## src/rtl/apb3_master_arbiter.sv

```systemverilog
// apb3_master_arbiter: round-robin sharing of one APB3 master port among NREQ
// requesters. Each transfer runs IDLE -> SETUP -> ACCESS, with PREADY wait
// states and an optional wait-state timeout that aborts the transfer with ERR.
module apb3_master_arbiter #(
    parameter int          NREQ    = 2,
    parameter int          ADDR_W  = 32,
    parameter int          DATA_W  = 32,
    parameter int unsigned TIMEOUT = 255
) (
    input  logic                     HCLK,
    input  logic                     HRESETN,
    input  logic [NREQ-1:0]          REQ,
    input  logic [NREQ*ADDR_W-1:0]   REQ_ADDR,
    input  logic [NREQ-1:0]          REQ_WRITE,
    input  logic [NREQ*DATA_W-1:0]   REQ_WDATA,
    output logic [NREQ-1:0]          GNT,
    output logic [NREQ-1:0]          DONE,
    output logic [DATA_W-1:0]        RDATA,
    output logic                     ERR,
    output logic [ADDR_W-1:0]        PADDR,
    output logic                     PWRITE,
    output logic [DATA_W-1:0]        PWDATA,
    output logic                     PSEL,
    output logic                     PENABLE,
    input  logic [DATA_W-1:0]        PRDATA,
    input  logic                     PREADY,
    input  logic                     PSLVERR
);

    localparam int PTR_W = (NREQ > 1) ? $clog2(NREQ) : 1;
    localparam int CNT_W = (TIMEOUT > 0) ? $clog2(TIMEOUT + 1) : 1;
    localparam logic [CNT_W-1:0] CNT_MAX = CNT_W'(TIMEOUT);

    typedef enum logic [1:0] {
        S_IDLE   = 2'b00,
        S_SETUP  = 2'b01,
        S_ACCESS = 2'b10
    } state_t;

    state_t             state, state_n;
    logic [PTR_W-1:0]   last, last_n;
    logic [CNT_W-1:0]   cnt, cnt_n;

    logic [NREQ-1:0]    gnt_n, done_n;
    logic [DATA_W-1:0]  rdata_n, pwdata_n;
    logic [ADDR_W-1:0]  paddr_n;
    logic               err_n, pwrite_n, psel_n, penable_n;

    // unpacked views of the packed request buses, indexed by requester
    logic [ADDR_W-1:0]  addr_arr  [NREQ];
    logic [DATA_W-1:0]  wdata_arr [NREQ];

    // arbitration scratch
    logic [NREQ-1:0]    eligible;
    logic [PTR_W:0]     sum;
    logic [PTR_W-1:0]   cand;
    logic [PTR_W-1:0]   pick;
    logic               pick_vld;

    // split the packed request buses into per-requester fields
    always_comb begin
        for (int i = 0; i < NREQ; i++) begin
            addr_arr[i]  = REQ_ADDR[i*ADDR_W +: ADDR_W];
            wdata_arr[i] = REQ_WDATA[i*DATA_W +: DATA_W];
        end
    end

    // round-robin pick: first eligible requester searching up from last+1;
    // a requester whose DONE is high this cycle is masked so a held REQ
    // is not re-granted for the transfer that just finished
    always_comb begin
        eligible = REQ & ~DONE;
        pick_vld = 1'b0;
        pick     = '0;
        sum      = '0;
        cand     = '0;
        for (int k = 1; k <= NREQ; k++) begin
            sum = {1'b0, last} + (PTR_W+1)'(k);
            if (sum >= (PTR_W+1)'(NREQ))
                sum = sum - (PTR_W+1)'(NREQ);
            cand = sum[PTR_W-1:0];
            if (!pick_vld && eligible[cand]) begin
                pick_vld = 1'b1;
                pick     = cand;
            end
        end
    end

    // next-state and next-output logic for the APB phase sequencer
    always_comb begin
        state_n   = state;
        last_n    = last;
        cnt_n     = cnt;
        gnt_n     = GNT;
        done_n    = '0;
        rdata_n   = RDATA;
        err_n     = ERR;
        paddr_n   = PADDR;
        pwrite_n  = PWRITE;
        pwdata_n  = PWDATA;
        psel_n    = PSEL;
        penable_n = PENABLE;
        case (state)
            S_IDLE: begin
                if (pick_vld) begin
                    state_n     = S_SETUP;
                    last_n      = pick;
                    cnt_n       = '0;
                    gnt_n       = '0;
                    gnt_n[pick] = 1'b1;
                    psel_n      = 1'b1;
                    penable_n   = 1'b0;
                    paddr_n     = addr_arr[pick];
                    pwrite_n    = REQ_WRITE[pick];
                    pwdata_n    = REQ_WRITE[pick] ? wdata_arr[pick] : '0;
                end
            end
            S_SETUP: begin
                state_n   = S_ACCESS;
                penable_n = 1'b1;
            end
            S_ACCESS: begin
                if (PREADY) begin
                    state_n   = S_IDLE;
                    psel_n    = 1'b0;
                    penable_n = 1'b0;
                    gnt_n     = '0;
                    done_n    = GNT;
                    rdata_n   = PWRITE ? '0 : PRDATA;
                    err_n     = PSLVERR;
                end else if ((TIMEOUT != 0) && (cnt == CNT_MAX)) begin
                    // stalled slave: abort with an error, no read data
                    state_n   = S_IDLE;
                    psel_n    = 1'b0;
                    penable_n = 1'b0;
                    gnt_n     = '0;
                    done_n    = GNT;
                    rdata_n   = '0;
                    err_n     = 1'b1;
                end else begin
                    cnt_n = cnt + CNT_W'(1);
                end
            end
            default: begin
                // unreachable encoding: recover to a quiet bus
                state_n   = S_IDLE;
                gnt_n     = '0;
                done_n    = '0;
                rdata_n   = '0;
                err_n     = 1'b0;
                paddr_n   = '0;
                pwrite_n  = 1'b0;
                pwdata_n  = '0;
                psel_n    = 1'b0;
                penable_n = 1'b0;
            end
        endcase
    end

    // state, pointer, wait counter and all registered outputs
    always_ff @(posedge HCLK or negedge HRESETN) begin
        if (!HRESETN) begin
            state   <= S_IDLE;
            last    <= PTR_W'(NREQ - 1);
            cnt     <= '0;
            GNT     <= '0;
            DONE    <= '0;
            RDATA   <= '0;
            ERR     <= 1'b0;
            PADDR   <= '0;
            PWRITE  <= 1'b0;
            PWDATA  <= '0;
            PSEL    <= 1'b0;
            PENABLE <= 1'b0;
        end else begin
            state   <= state_n;
            last    <= last_n;
            cnt     <= cnt_n;
            GNT     <= gnt_n;
            DONE    <= done_n;
            RDATA   <= rdata_n;
            ERR     <= err_n;
            PADDR   <= paddr_n;
            PWRITE  <= pwrite_n;
            PWDATA  <= pwdata_n;
            PSEL    <= psel_n;
            PENABLE <= penable_n;
        end
    end

endmodule

```

## config.mk

```make
export PLATFORM = sky130hd
export DESIGN_NAME = apb3_master_arbiter
export DESIGN_NICKNAME = d
export VERILOG_FILES = /design/src/rtl/apb3_master_arbiter.sv
export SDC_FILE = /design/constraint.sdc
export NUM_CORES = 1
export LEC_CHECK = 0
export ABC_AREA = 1
export CAP_MARGIN = 20
export CORE_AREA = 4 4 88 173
export CTS_CLUSTER_SIZE = 24
export DETAILED_ROUTE_END_ITERATION = 7
export DIE_AREA = 0 0 92 177
export MAX_ROUTING_LAYER = met4
export PLACE_DENSITY = 0.91
export SKIP_CTS_REPAIR_TIMING = 1
export SLEW_MARGIN = 20
export SYNTH_ARGS = -nofsm -noshare
export SYNTH_HDL_FRONTEND = slang
export SYNTH_SLANG_ARGS = --single-unit
```

## constraint.sdc

```tcl
create_clock -name HCLK -period 4.62 [get_ports HCLK]
set_input_delay 0.924 -clock HCLK [delete_from_list [all_inputs] [get_ports HCLK]]
set_output_delay 0.924 -clock HCLK [all_outputs]
set_load 0.1 [all_outputs]
```

==> metrics <==
commonest non-fill, non-tap cell in the layout=nand2_1; Crit-path slowest cell=clkdlybuf4s50_1; GR Overflow Total=0; post-synth cell types=27; CP arrival=a little under 2 ns; HP Class=reg -> reg; CTS tree=done; hpwl dp=between 10,000 and 15,000 um; worst vdd ir=approximately 0.64 mV; total track usage=~23%; DP Worst Slack=about 1.6 ns; Met3 Wirelength=between 1000 and 1500 um; sequential share of the synthesized area=between 50% and 60%; vias=between 5,000 and 6,000; Layout area overhead=60.2%; H-tree lvl count=4; Chip Height=~180 um; Leak=4.21 nW; final instance area=0.00902 mm^2; Syn Nets=roughly 900; maxcap violations=0; CTS Sinks=between 100 and 150; initial DRC count=between 150 and 200; DP Area=approximately 0.0084 mm^2; Core ar.=approximately 0.014 mm^2; CP required=between 3 and 4 ns; endpoints failing setup=0; Top Family by Delay on Critical Path=buffers and inverters; most frequent cells in the layout=nand2_1, clkdlybuf4s50_1, dfrtp_1; status=completed; full die area=0.0163 mm^2; Worst Tran Pin Value=approximately 1.1 ns; dpl cells=1,138; Routed wire per std cell=between 15 and 20 um; vias in the first global route=~6,000; first-pass GRT wire length=roughly 29,000 um; mapped cell area=0.00563 mm^2; syn_area_per_cell=between 7 and 8 um^2; Routed Antenna Nets=0; layout cells sized above 1=approximately 10%; Pwr Density=~800 mW/mm^2; final WL=18,400 um; DR pass1 iterations=6; largest net degree at the start of global routing=between 70 and 80; Max Buffers Root-to-Sink=2; CP cell instances=clkdlybuf4s50_1; Final Hold Vio Count=0; Setup CP Type=reg -> out; number of synthesized register bits=approximately 110; CP Max Fanout=3; I/O pins=272; Vias/cell=between 4 and 5; fin nets=roughly 1,100; startpoint types=flip-flop; worst skew pair latency=0.40 ns; final cell count without fillers=1,171; Final Critical Period=2.89 ns; filler instances=between 1,000 and 1,500; DR top layer=met4; Tcrit/Tclk final=62.5%; element type at the critical path end=output pin; Final Max Slew Viols=0; Max Clock Skew=around 0.011 ns; Fmax achieved=346 MHz; worst path bufs/invs=1; total negative slack=0 ns; Met1 Wirelength=about 6600 um; IO buf count=between 200 and 300; CTS root buffer=clkbuf_16; RSZ-0062 raised after global routing=false; CP peak stage delay=roughly 1.2 ns; CTS buffer count=17; initial antenna violation count=1; final worst setup slack=around 1.7 ns; # DRC=0; row count=61; Max-slew headroom=about 29%; die width=between 90 and 100 um; initial core utilization=between 40% and 50%; Syn Inst Count=711; Yosys Warn Count=0; gp weighted congestion=slightly above 0.9; post-layout util=~65%; clock-pin slew on the worst setup and hold paths=roughly 0.060 ns; WL met2=10,100 um
==> worst reg2reg max path: stages, from the launching register on <==
cell,delay (ns)
dfrtp_1,0.41
inv_1,0.10
ha_1,0.32
nand3_1,0.27
nand2_2,0.67
buf_4,0.43
nand2_1,0.09
nand2_1,0.08
==> per-layer routing <==
layer  global-route usage [%]  vias up
met3                     4.81       44
met1                     23.4     2637
met4                     12.0        0
met2                     41.8      225
li1                         -     2766
met5                        -        -
==> cells in the mapped netlist <==
library cell / instances / area [um^2]
or2_1: 1 / 6.26
nand3_1: 42 / 210
inv_2: 3 / 11.3
buf_6: 8 / 90.1
buf_1: 1 / 3.75
nand2_2: 3 / 18.8
inv_1: 19 / 71.3
nand2_4: 1 / 11.3
nand2_1: 356 / 1340
clkbuf_1: 7 / 26.3
dfstp_2: 1 / 26.3
nor2_1: 16 / 60.1
ha_1: 4 / 50.1
dfrtp_1: 113 / 2830
or2_2: 32 / 200
buf_4: 4 / 30.0
nor2_2: 3 / 18.8
a21oi_1: 2 / 10.0
nand4_1: 2 / 12.5
nor3_1: 1 / 5.00
o211ai_1: 32 / 240
o21ai_0: 8 / 40.0
o21ai_2: 13 / 114
nand3_4: 1 / 17.5
o21bai_1: 1 / 7.51
o21ai_1: 17 / 85.1
buf_2: 20 / 100
==> where the power goes <==
part | internal (mW) | switching (mW) | leakage (nW) | total (mW)
Combinational | 0.943 | 3.32 | 2.36 | 4.26
Sequential | 1.33 | 0.190 | 1.54 | 1.52
Clock | 0.931 | 0.475 | 0.301 | 1.41
Total | 3.20 | 3.98 | 4.21 | 7.18
==> through the flow <==
step           hold slack [ns]  power [mW]
2_1_floorplan            0.466        4.76
3_3_place_gp             0.462        5.75
3_5_place_dp             0.465        5.79
4_1_cts                  0.480        7.23
5_1_grt                  0.487        7.49
6_report                 0.476        7.18
==> state kept, by name (all words and copies together), names as in the netlist <==
signal   cells
PENABLE      1
PWDATA      32
PSEL         1
DONE         2
cnt          8
PADDR       32
last         1
RDATA       32
state        1
ERR          1
GNT          2
PWRITE       1
==> area by class of cell <==
class	count	area [um^2]	area share, %
well taps	189	236	2.62
diodes	1	2.50	0.0277
clock buffers	19	453	5.02
multi-input cells	535	2450	27.1
flip-flops and latches	114	2850	31.6
repair buffers	278	2760	30.6
inverters	22	83.8	0.929
clock inverters	13	183	2.02
==> cells by family after synthesis <==
logic type | share of synthesized area, %
AOI/OAI and AO/OA | 8.82
and+or+nand+nor | 33.7
adders and majority gates | 0.889
DFF | 50.7
buffers and inverters | 5.91
==> final timing paths <==
path | from | endpoint | slack (ns) | cells after the start
hold reg to reg | PADDR[5] | PADDR[5] | 0.48 | 2
setup reg to reg | PENABLE | PWDATA[21] | 2.19 | 7
hold / removal | PADDR[5] | PADDR[5] | 0.48 | 2
setup / recovery | PWRITE | PWRITE | 1.73 | 1
max in group asynchronous | HRESETN | PADDR[16] | 2.90 | 2
min in group asynchronous | HRESETN | DONE[1] | 0.67 | 1
Power figures use the tool's default switching activity.
